$ cat src/rtl/uart_tx_arbiter.sv
// uart_tx_arbiter: shares one UART transmitter between NUM_REQ requesters.
// Requesters are granted round-robin; the captured word is sent LSB byte
// first, one byte per TX busy rise/fall cycle.
//
// state   | meaning
// IDLE    | wait for a request while the UART is not busy
// LOAD    | drive current byte and the one-cycle load strobe
// WAIT_HI | wait for TX busy to rise, bounded by BUSY_TIMEOUT
// WAIT_LO | wait for the byte frame to finish (TX busy falls)
module uart_tx_arbiter #(
  parameter int DATA_WIDTH   = 8,
  parameter int NUM_REQ      = 2,
  parameter int WORD_BYTES   = 2,
  parameter int LEN_W        = 2,
  parameter int BUSY_TIMEOUT = 64
) (
  input  logic                                   CLK,
  input  logic                                   RST,
  input  logic [NUM_REQ-1:0]                     REQ,
  input  logic [NUM_REQ*WORD_BYTES*DATA_WIDTH-1:0] REQ_DATA,
  input  logic [NUM_REQ*LEN_W-1:0]               REQ_LEN,
  output logic [NUM_REQ-1:0]                     GNT,
  output logic [NUM_REQ-1:0]                     DONE,
  output logic [DATA_WIDTH-1:0]                  TX_P_DATA,
  output logic                                   TX_D_VLD,
  input  logic                                   TX_BUSY,
  output logic                                   ACTIVE,
  output logic                                   TIMEOUT_ERR,
  input  logic                                   ERR_CLR
);

  localparam int WORD_W = WORD_BYTES * DATA_WIDTH;
  localparam int SEL_W  = (NUM_REQ > 1) ? $clog2(NUM_REQ) : 1;
  localparam int IDX_W  = (WORD_BYTES > 1) ? $clog2(WORD_BYTES) : 1;
  localparam int CNT_W  = (BUSY_TIMEOUT > 1) ? $clog2(BUSY_TIMEOUT) : 1;

  typedef enum logic [1:0] {IDLE, LOAD, WAIT_HI, WAIT_LO} state_t;

  state_t                state, state_nxt;
  logic [SEL_W-1:0]      sel, sel_nxt, ptr, ptr_nxt, pick, sel_inc;
  logic [SEL_W:0]        cand;
  logic                  pick_vld;
  logic [NUM_REQ-1:0]    pick_onehot, sel_onehot;
  logic [LEN_W-1:0]      pick_len;
  logic [IDX_W-1:0]      pick_last;
  logic [WORD_W-1:0]     pick_word;
  logic [WORD_W-1:0]     word, word_nxt;
  logic [IDX_W-1:0]      last, last_nxt, idx, idx_nxt;
  logic [CNT_W-1:0]      cnt, cnt_nxt;
  logic [DATA_WIDTH-1:0] cur_byte, tx_data_nxt;
  logic [NUM_REQ-1:0]    gnt_nxt, done_nxt;
  logic                  tx_vld_nxt, err_set;

  // Round-robin search: first set request at or above the pointer, wrapping.
  always_comb begin
    pick     = '0;
    pick_vld = 1'b0;
    cand     = '0;
    for (int k = 0; k < NUM_REQ; k++) begin
      cand = {1'b0, ptr} + (SEL_W+1)'(k);
      if (cand >= (SEL_W+1)'(NUM_REQ)) cand = cand - (SEL_W+1)'(NUM_REQ);
      if (!pick_vld && REQ[cand[SEL_W-1:0]]) begin
        pick_vld = 1'b1;
        pick     = cand[SEL_W-1:0];
      end
    end
  end

  // Operand muxes: picked requester's word/length, current byte, one-hots.
  always_comb begin
    pick_len    = '0;
    pick_word   = '0;
    pick_onehot = '0;
    sel_onehot  = '0;
    cur_byte    = '0;
    for (int i = 0; i < NUM_REQ; i++) begin
      if (pick == SEL_W'(i)) begin
        pick_len       = REQ_LEN[i*LEN_W +: LEN_W];
        pick_word      = REQ_DATA[i*WORD_W +: WORD_W];
        pick_onehot[i] = 1'b1;
      end
      if (sel == SEL_W'(i)) sel_onehot[i] = 1'b1;
    end
    for (int b = 0; b < WORD_BYTES; b++) begin
      if (idx == IDX_W'(b)) cur_byte = word[b*DATA_WIDTH +: DATA_WIDTH];
    end
    // a zero length still sends one byte; oversize lengths clamp to the word
    if (pick_len == '0)
      pick_last = '0;
    else if (int'(pick_len) > WORD_BYTES)
      pick_last = IDX_W'(WORD_BYTES - 1);
    else
      pick_last = IDX_W'(pick_len - LEN_W'(1));
    sel_inc = (sel == SEL_W'(NUM_REQ - 1)) ? '0 : sel + SEL_W'(1);
  end

  // Next-state and next-output logic.
  always_comb begin
    state_nxt   = state;
    sel_nxt     = sel;
    ptr_nxt     = ptr;
    word_nxt    = word;
    last_nxt    = last;
    idx_nxt     = idx;
    cnt_nxt     = cnt;
    gnt_nxt     = '0;
    done_nxt    = '0;
    tx_data_nxt = TX_P_DATA;
    tx_vld_nxt  = 1'b0;
    err_set     = 1'b0;
    case (state)
      IDLE: begin
        if (pick_vld && !TX_BUSY) begin
          sel_nxt   = pick;
          word_nxt  = pick_word;
          last_nxt  = pick_last;
          idx_nxt   = '0;
          gnt_nxt   = pick_onehot;
          state_nxt = LOAD;
        end
      end
      LOAD: begin
        tx_data_nxt = cur_byte;
        tx_vld_nxt  = 1'b1;
        cnt_nxt     = '0;
        state_nxt   = WAIT_HI;
      end
      WAIT_HI: begin
        if (TX_BUSY) begin
          state_nxt = WAIT_LO;
        end else if (cnt == CNT_W'(BUSY_TIMEOUT - 1)) begin
          // UART never acknowledged the load: abandon the rest of the word
          err_set   = 1'b1;
          done_nxt  = sel_onehot;
          ptr_nxt   = sel_inc;
          idx_nxt   = '0;
          state_nxt = IDLE;
        end else begin
          cnt_nxt = cnt + CNT_W'(1);
        end
      end
      WAIT_LO: begin
        if (!TX_BUSY) begin
          if (idx == last) begin
            done_nxt  = sel_onehot;
            ptr_nxt   = sel_inc;
            idx_nxt   = '0;
            state_nxt = IDLE;
          end else begin
            idx_nxt   = idx + IDX_W'(1);
            state_nxt = LOAD;
          end
        end
      end
      default: state_nxt = IDLE;
    endcase
  end

  // State, captured word and registered outputs.
  always_ff @(posedge CLK) begin
    if (RST) begin
      state       <= IDLE;
      sel         <= '0;
      ptr         <= '0;
      word        <= '0;
      last        <= '0;
      idx         <= '0;
      cnt         <= '0;
      GNT         <= '0;
      DONE        <= '0;
      TX_P_DATA   <= '0;
      TX_D_VLD    <= 1'b0;
      ACTIVE      <= 1'b0;
      TIMEOUT_ERR <= 1'b0;
    end else begin
      state       <= state_nxt;
      sel         <= sel_nxt;
      ptr         <= ptr_nxt;
      word        <= word_nxt;
      last        <= last_nxt;
      idx         <= idx_nxt;
      cnt         <= cnt_nxt;
      GNT         <= gnt_nxt;
      DONE        <= done_nxt;
      TX_P_DATA   <= tx_data_nxt;
      TX_D_VLD    <= tx_vld_nxt;
      ACTIVE      <= (state_nxt != IDLE);
      TIMEOUT_ERR <= err_set | (TIMEOUT_ERR & ~ERR_CLR);
    end
  end

endmodule
$ cat config.mk
export PLATFORM = sky130hd
export DESIGN_NAME = uart_tx_arbiter
export DESIGN_NICKNAME = d
export VERILOG_FILES = /design/src/rtl/uart_tx_arbiter.sv
export SDC_FILE = /design/constraint.sdc
export NUM_CORES = 1
export LEC_CHECK = 0
export ABC_AREA = 0
export ABC_CLOCK_PERIOD_IN_PS = 2100
export CAP_MARGIN = 20
export CORE_UTILIZATION = 48
export CTS_CLUSTER_DIAMETER = 150
export DETAILED_ROUTE_END_ITERATION = 7
export PLACE_DENSITY = 0.79
export SLEW_MARGIN = 10
export SYNTH_ARGS = -nofsm -noshare
export SYNTH_HDL_FRONTEND = slang
export SYNTH_SLANG_ARGS = --single-unit
$ cat constraint.sdc
create_clock -name CLK -period 2.1 [get_ports CLK]
set_clock_uncertainty 0.1 [all_clocks]
set_input_delay 0.315 -clock CLK [delete_from_list [all_inputs] [get_ports CLK]]
set_output_delay 0.315 -clock CLK [all_outputs]
set_load 0.02 [all_outputs]
==> Word-level counts from Yosys, hierarchy flattened <==
Index checks and enable logic that the tools add are counted.
{ "word_totals": {"regBits": 43, "inputBits": 42, "output_inout_bits": 15, "wordCells": 105} }
{ "classes": {"n_addsub": 7, "n_lt_le_gt_ge": 5, "n_eq_ne": 11, "mux": 49, "n_bitwise": 5, "n_reduce_logical": 15} }
{ "ops": {"columns": ["cell", "n"], "rows": [
  ["1-bit two-way mux", 31],
  ["2-bit two-way mux", 9],
  ["16-bit two-way mux", 1],
  ["6-bit two-way mux", 2],
  ["2-bit inequality test (second input constant)", 6],
  ["6-bit case mux with 2 select lines", 1],
  ["5-bit AND reduction", 2],
  ["8-bit two-way mux", 1],
  ["2-bit case mux with 4 select lines", 1],
  ["6-bit by 1-bit adder with 6-bit output (second input constant)", 1],
  ["6-bit == test (second input constant)", 1],
  ["2-bit nonzero test", 3],
  ["2-bit == test (second input constant)", 2],
  ["2-bit logical NOT", 2],
  ["1-bit by 2-bit < comparator with 1-bit output (second input constant)", 2],
  ["2-bit case mux with 2 select lines", 1],
  ["1-bit inverter", 3],
  ["1-bit case mux with 3 select lines", 1],
  ["3-bit AND reduction", 1],
  ["3-bit nonzero test", 1],
  ["3-bit OR reduction", 1],
  ["1-bit subtractor (second input constant)", 3],
  ["1-bit adder (second input constant)", 2],
  ["1-bit by 1-bit adder with 2-bit output (second input constant)", 1],
  ["other kinds (11)", 13]
]} }

==> Logic depth before layout (Yosys ltp) <==
Gate-level depths: netlist of run 1.
{ "depth": {"word_depth": 12, "ltp_mapped": 6} }

==> Worst setup path after synthesis of run 1 <==
OpenSTA, ideal clock, no wires.
{ "synth_timing": {"path_type": "reg2reg", "from": "register idx", "to": "register ptr", "arrival_ps": 1643, "required_ps": 1879, "slack_ps": 236, "path_stages_with_launch": 7, "n_path_buf": 1, "cell_sequence": "dfxtp_1 > buf_2 > inv_1 > ha_1 > and4b_1 > a31oi_1 > mux2_2"} }
{ "synth_via": {"elab_chain_len": 3} }
{ "synth_rtl": {"columns": ["element", "line_no", "rtl"], "rows": [
  ["from (decl)", "48", "logic [IDX_W-1:0] last, last_nxt, idx, idx_nxt;"],
  ["from (signal assigned)", "181", "idx <= idx_nxt;"],
  ["1-bit == test", "144", "if (idx == last) begin"],
  ["2-bit inequality test (no line)", null, null],
  ["5-bit AND reduction (no line)", null, null],
  ["to (signal assigned)", "178", "ptr <= ptr_nxt;"],
  ["to (decl)", "40", "logic [SEL_W-1:0] sel, sel_nxt, ptr, ptr_nxt, pick, sel_inc;"]
]} }
No other way between the ends.
A chain may end at the register's enable or synchronous reset.

==> Worst setup path after layout of run 1 <==
{ "layout_timing": {"from": "register cnt[0]", "to": "register ptr"} }
{ "layout_via": {"elab_chain_len": 3} }
{ "layout_rtl": {"columns": ["element", "line_no", "rtl"], "rows": [
  ["from (decl)", "49", "logic [CNT_W-1:0] cnt, cnt_nxt;"],
  ["from (signal assigned)", "182", "cnt <= cnt_nxt;"],
  ["6-bit == test", "131", "end else if (cnt == CNT_W'(BUSY_TIMEOUT - 1)) begin"],
  ["2-bit inequality test (no line)", null, null],
  ["5-bit AND reduction (no line)", null, null]
]} }
No other way between the ends.

==> results of run 1 <==
## metal layers
metal | routed length (um) | track usage
met1 | 2410 | 0.327
met3 | 229 | 0.0378
met5 | 0 | 0
met4 | 80 | 0.0833
met2 | 2260 | 0.359
## metrics by stage
step / worst slack, ns / power, uW / hold WS, ns / util
floorplan: 0.236 / 1160 / 0.334 / -
detailed placement: 0.0728 / 1340 / 0.385 / 0.675
global placement: 0.0797 / 1330 / 0.375 / 0.675
global route: 0.245 / 1910 / 0.420 / 0.695
CTS: 0.373 / 1830 / 0.401 / 0.695
finish: 0.352 / 1820 / 0.398 / 0.695
## layout make-up
type,count,share of cell area
clock inverters,1,0.00175
clock buffers,7,0.0267
well taps,50,0.0219
flip-flops and latches,43,0.301
multi-input cells,158,0.395
repair buffers,74,0.246
inverters,6,0.00788
## cell usage after synthesis, types with 3 or more instances
| cell type | n |
|---|---|
| inv_1 | 5 |
| a311oi_1 | 10 |
| a211oi_1 | 10 |
| nor2_1 | 13 |
| dfxtp_1 | 43 |
| nor3_1 | 3 |
| nand3_1 | 5 |
| mux2i_1 | 10 |
| nor2b_1 | 4 |
| a21oi_1 | 19 |
| clkbuf_1 | 14 |
| buf_2 | 7 |
| o21ai_0 | 20 |
| a311oi_2 | 9 |
| nand3b_1 | 17 |
| nand2_1 | 6 |
## kinds of logic (layout without fill, tap and decap cells)
logic type | count (synthesis) | in the layout | share of synthesized area
simple gates | 63 | 63 | 0.177
flops | 43 | 43 | 0.404
buf+inv | 30 | 88 | 0.0658
mux | 12 | 12 | 0.0576
compound gates | 81 | 81 | 0.283
fa+ha+maj | 2 | 2 | 0.0117
## power groups by stage
| stage | Clock [uW] | Sequential, uW | Combinational, uW |
|---|---|---|---|
| after floorplan | 0 | 937 | 222 |
| after global placement | 0 | 924 | 409 |
| after detailed placement | 0 | 926 | 416 |
| after CTS | 509 | 907 | 417 |
| after global routing | 535 | 915 | 457 |
| final | 498 | 907 | 416 |
## how the worst min path moves through the flow
stage	slack, ns	cells past startpoint	from	end
floorplan	0.33	1	sel$_SDFFE_PP0P_	DONE[0]$_SDFF_PP0_
global placement	0.37	2	TIMEOUT_ERR$_SDFF_PP0_	TIMEOUT_ERR$_SDFF_PP0_
detailed placement	0.38	2	TIMEOUT_ERR$_SDFF_PP0_	TIMEOUT_ERR$_SDFF_PP0_
CTS	0.40	2	TX_P_DATA[4]$_SDFFE_PP0P_	TX_P_DATA[4]$_SDFFE_PP0P_
global route	0.42	2	TX_P_DATA[1]$_SDFFE_PP0P_	TX_P_DATA[1]$_SDFFE_PP0P_
finish	0.40	2	TX_P_DATA[4]$_SDFFE_PP0P_	TX_P_DATA[4]$_SDFFE_PP0P_
## state kept, by name (all words and copies together), names as in the netlist, 2 cells and up
signal and count:
word 16, state 2, cnt 6, DONE 2, GNT 2, TX_P_DATA 8
## critical path: cells and delay by family (launching register included)
kind	cells	cell delay [ns]
compound gates	1	0.31
flops	1	0.35
mux	1	0.37
simple gates	1	0.25
fa+ha+maj	1	0.25
==> results.yml, run 1 <==
route:
  drt_pass1_iterations: 4
  drt_iter0_drc: 166
  wl_per_cell_um: 14.7
  routed_via_density: 5.74
  routed_wl_mm: 4.98
  drc: 0
  ant_nets: 0
  vias: 1945
sta:
  finalHoldViolCount: 0
  drv_slew: 0
  setup_tns_ns: 0
  min_period_ns: 1.75
  rsz0062_at_grt: "no"
  worstMarginPinSlew_ns: 0.398
  slew_headroom: 0.728
  finalSetupViolations: 0
  post-route-period-util: 0.832
  fmax_ghz: 0.572
power:
  power_frac_clock: 0.274
  power.internal_uw: 1320
  power_frac_seq: 0.498
  leakage_uw: 0.000987
  switching_share: 0.274
  vdd_ir_drop_max_uv: 390
  p_sw_uw: 499
  power_frac_comb: 0.228
  cellPowerDensity_nw_per_um2: 637
clocking:
  clk_pin_slew_ns: 0.08
  numCtsBuffers: 5
  cts_sinks: 43
  clock_latency_ns: 0.29
  htreeDepth: 2
  clock_path_buffers: 2
  tritoncts: "yes"
  cts_hold_buf: 0
  cts_resized: 0
  root_buffer: "clkbuf_8"
  cts_setup_buffers: 0
finish:
  final_common_cell: "clkdlybuf4s50_1"
  multi_input_area_sq_um: 1130
  nFillCells: 350
  postLayoutCellArea_sq_um: 2860
  final_net_count: 332
  fin_cells: 339
  antenna_cells: 0
  syn2layout_area_growth_pct: 34.3
  seq_area_sq_um: 861
  layout-drive-gt1-share: 0.142
  final_cell_mix: "clkdlybuf4s50_1 (54), dfxtp_1 (43), o21ai_0 (20)"
status:
  status: "complete, no violations"
synthesis:
  netlist_area_sq_um: 2130
  yosys_warnings: 0
  synth_area_leaders: "dfxtp_1 (40%), a311oi_2 (6.3%), nand3b_1 (6.0%), mux2i_1 (4.7%), o21ai_0 (4.7%)"
  syn_area_per_cell_sq_um: 9.22
  synth_area_leader_cell: "dfxtp_1"
  synth-async-reset-ratio: 0
  synth-seq-cells: 43
  synthFlopType: "dfxtp_1"
  syn_inst: 231
  synth_edf_count: 0
  synth-seq-area-share: 0.404
  yosysTopAreaCellShare: 0.404
  synth_fp_nets: 275
  yosys.cell_types.count: 44
floorplan:
  dieArea_sq_um: 4710
  die_h_um: 68.6
  io_pins: 57
  start_util: 0.517
  core_sq_um: 4120
  rows: 23
  die_w_um: 68.6
critical_path:
  cp_slowest_stage_delay_ns: 0.37
  crit_slowest_cell: "mux2_2"
  startpoint: "cnt[0]$_SDFFE_PP0P_"
  r2r_start: "cnt[0]$_SDFFE_PP0P_"
  worstPathRequired_ns: 2.18
  reg2reg_setup_slack_ns: 0.35
  end_kind: "register"
  cp_max_fo: 7
  timing.rr.end: "ptr$_SDFFE_PP0P_"
  path_cells: "ha_1 > and2_1 > a31oi_1 > mux2_2"
  arrival_ns: 1.82
  rr_worst_depth: 4
  cp-start-kind: "register"
  endpoint: "ptr$_SDFFE_PP0P_"
  worst-setup-path-type: "reg2reg"
grt:
  grt_max_degree: 38
  grt_pass1_wl_mm: 8.12
  grtUsageTotal: 0.234
  antenna_found_initial: 0
  first_global_vias: 1780
  grt_overflow: 0
place:
  postPlaceCellArea_sq_um: 2780
  placed_cells: 331
  numPortBuffers: 54
  dp_hpwl_mm: 3.71
  place_congestion: 0.861
flow_run:
  cap_viol_max_count: 0
min_path:
  hold_class: "reg2reg"
Note: power is estimated with default switching activity, not from simulation.
==> inputs of run 2 (changes only) <==
- ABC_CLOCK_PERIOD_IN_PS: 2100 -> 1630
- clock period: 2.1 -> 1.63 ns (I/O delays scaled with it)
==> run 2 against run 1 <==
First-iteration DRC count is 5.4% lower. Cell count grew 1.5%. Combinational power is 35% higher. Critical path depth decreased by 3.
==> results.yml, run 2 (synthesized netlist as in run 1, its figures left out) <==
status:
  status: "complete, no violations"
clocking:
  htreeDepth: 2
  clock_path_buffers: 2
  tritoncts: "yes"
  clk_pin_slew_ns: 0.08
  clock_latency_ns: 0.30
  cts_sinks: 43
  numCtsBuffers: 5
  root_buffer: "clkbuf_8"
  cts_setup_buffers: 0
floorplan:
  start_util: 0.517
  die_h_um: 68.6
  die_w_um: 68.6
  core_sq_um: 4120
  io_pins: 57
  rows: 23
  dieArea_sq_um: 4710
critical_path:
  cp_slowest_stage_delay_ns: 0.59
  path_delay_family: "buffers and inverters"
  worst-setup-path-type: "reg2out"
  cp.buffers_inverters: 1
  crit_slowest_cell: "clkdlybuf4s50_1"
  end_kind: "output pin"
  worstPathRequired_ns: 1.29
  arrival_ns: 1.21
  cp_max_fo: 1
  path_cells: "clkdlybuf4s50_1"
  cp-start-kind: "register"
sta:
  min_period_ns: 1.55
  holdWs_ns: 0.397
  fmax_ghz: 0.644
  rsz0062_at_grt: "no"
  finalHoldViolCount: 0
  fin_ws_ns: 0.0783
  post-route-period-util: 0.952
  finalSetupViolations: 0
  drv_slew: 0
  worstMarginPinSlew_ns: 0.373
  slew_headroom: 0.749
route:
  vias: 1994
  ant_nets: 0
  drt_iter0_drc: 157
  wl_per_cell_um: 15.1
  drc: 0
  routed_via_density: 5.80
  drt_pass1_iterations: 4
  routed_wl_mm: 5.21
finish:
  final_cell_mix: "clkdlybuf4s50_1 (45), dfxtp_1 (43), buf_4 (23)"
  antenna_cells: 0
  layout-drive-gt1-share: 0.180
  regMostFlops: "word"
  final_common_cell: "clkdlybuf4s50_1"
  top_regs: "word (16), TX_P_DATA (8), cnt (6)"
  largest_register_ffs: 16
  syn2layout_area_growth_pct: 40.6
  nFillCells: 305
  postLayoutCellArea_sq_um: 2990
  final_net_count: 337
power:
  cellPowerDensity_nw_per_um2: 829
  leakage_uw: 0.00119
  vdd_ir_drop_max_uv: 442
  totalPowerFinal_uw: 2480
place:
  dp_hpwl_mm: 3.67
  postPlaceCellArea_sq_um: 2860
  place_congestion: 0.862
  pre_cts_ws_ns: -0.220
  numPortBuffers: 54
flow_run:
  cap_viol_max_count: 0
grt:
  grt_max_degree: 38
  first_global_vias: 1743
  grtUsageTotal: 0.240
  antenna_found_initial: 0
  grt_overflow: 0
  grt_pass1_wl_mm: 8.25
min_path:
  hold_class: "reg2reg"
==> run 2: power by group <==
part           total, uW  internal, uW  switching (uW)
Combinational        563           292             272
Clock                755           385             370
Sequential          1160          1120            40.8
==> run 2: layer usage <==
layer  share of wire  GRT usage
met3           0.067     0.0526
met2            0.46      0.359
met1            0.46      0.337
met4           0.013     0.0781
met5               0          0
==> run 2: cell type report <==
| class | instances | area [sq um] | area share |
|---|---|---|---|
| multi-input combinational | 158 | 1170 | 0.390 |
| timing repair buffer | 79 | 776 | 0.259 |
| sequential | 43 | 861 | 0.288 |
| clock buffer | 7 | 96.3 | 0.0322 |
| clock inverter | 1 | 7.51 | 0.00251 |
| inverter | 6 | 22.5 | 0.00752 |
| tap | 50 | 62.6 | 0.0209 |
==> run 2: worst paths after layout <==
path	startpoint	end	slack (ns)	depth (start not counted)
setup / recovery	DONE[1]$_SDFF_PP0_	DONE[1]	0.08	1
hold / removal	TX_P_DATA[1]$_SDFFE_PP0P_	TX_P_DATA[1]$_SDFFE_PP0P_	0.40	2
setup reg to reg	cnt[0]$_SDFFE_PP0P_	cnt[0]$_SDFFE_PP0P_	0.09	4
hold reg to reg	TX_P_DATA[1]$_SDFFE_PP0P_	TX_P_DATA[1]$_SDFFE_PP0P_	0.40	2
==> run 2: metrics by stage <==
step	std cells	util	TNS, ns
after floorplan	231	-	0
after global placement	336	0.695	-2.55
after detailed placement	336	0.695	-2.84
after CTS	344	0.720	0
after global routing	344	0.728	0
final	344	0.728	0
==> run 2: timing repair <==
item,in CTS,in global routing
endpoints found under the setup margin,0,16
hold endpoints to repair,0,0
gates resized for setup,0,12
hold buffers,0,0
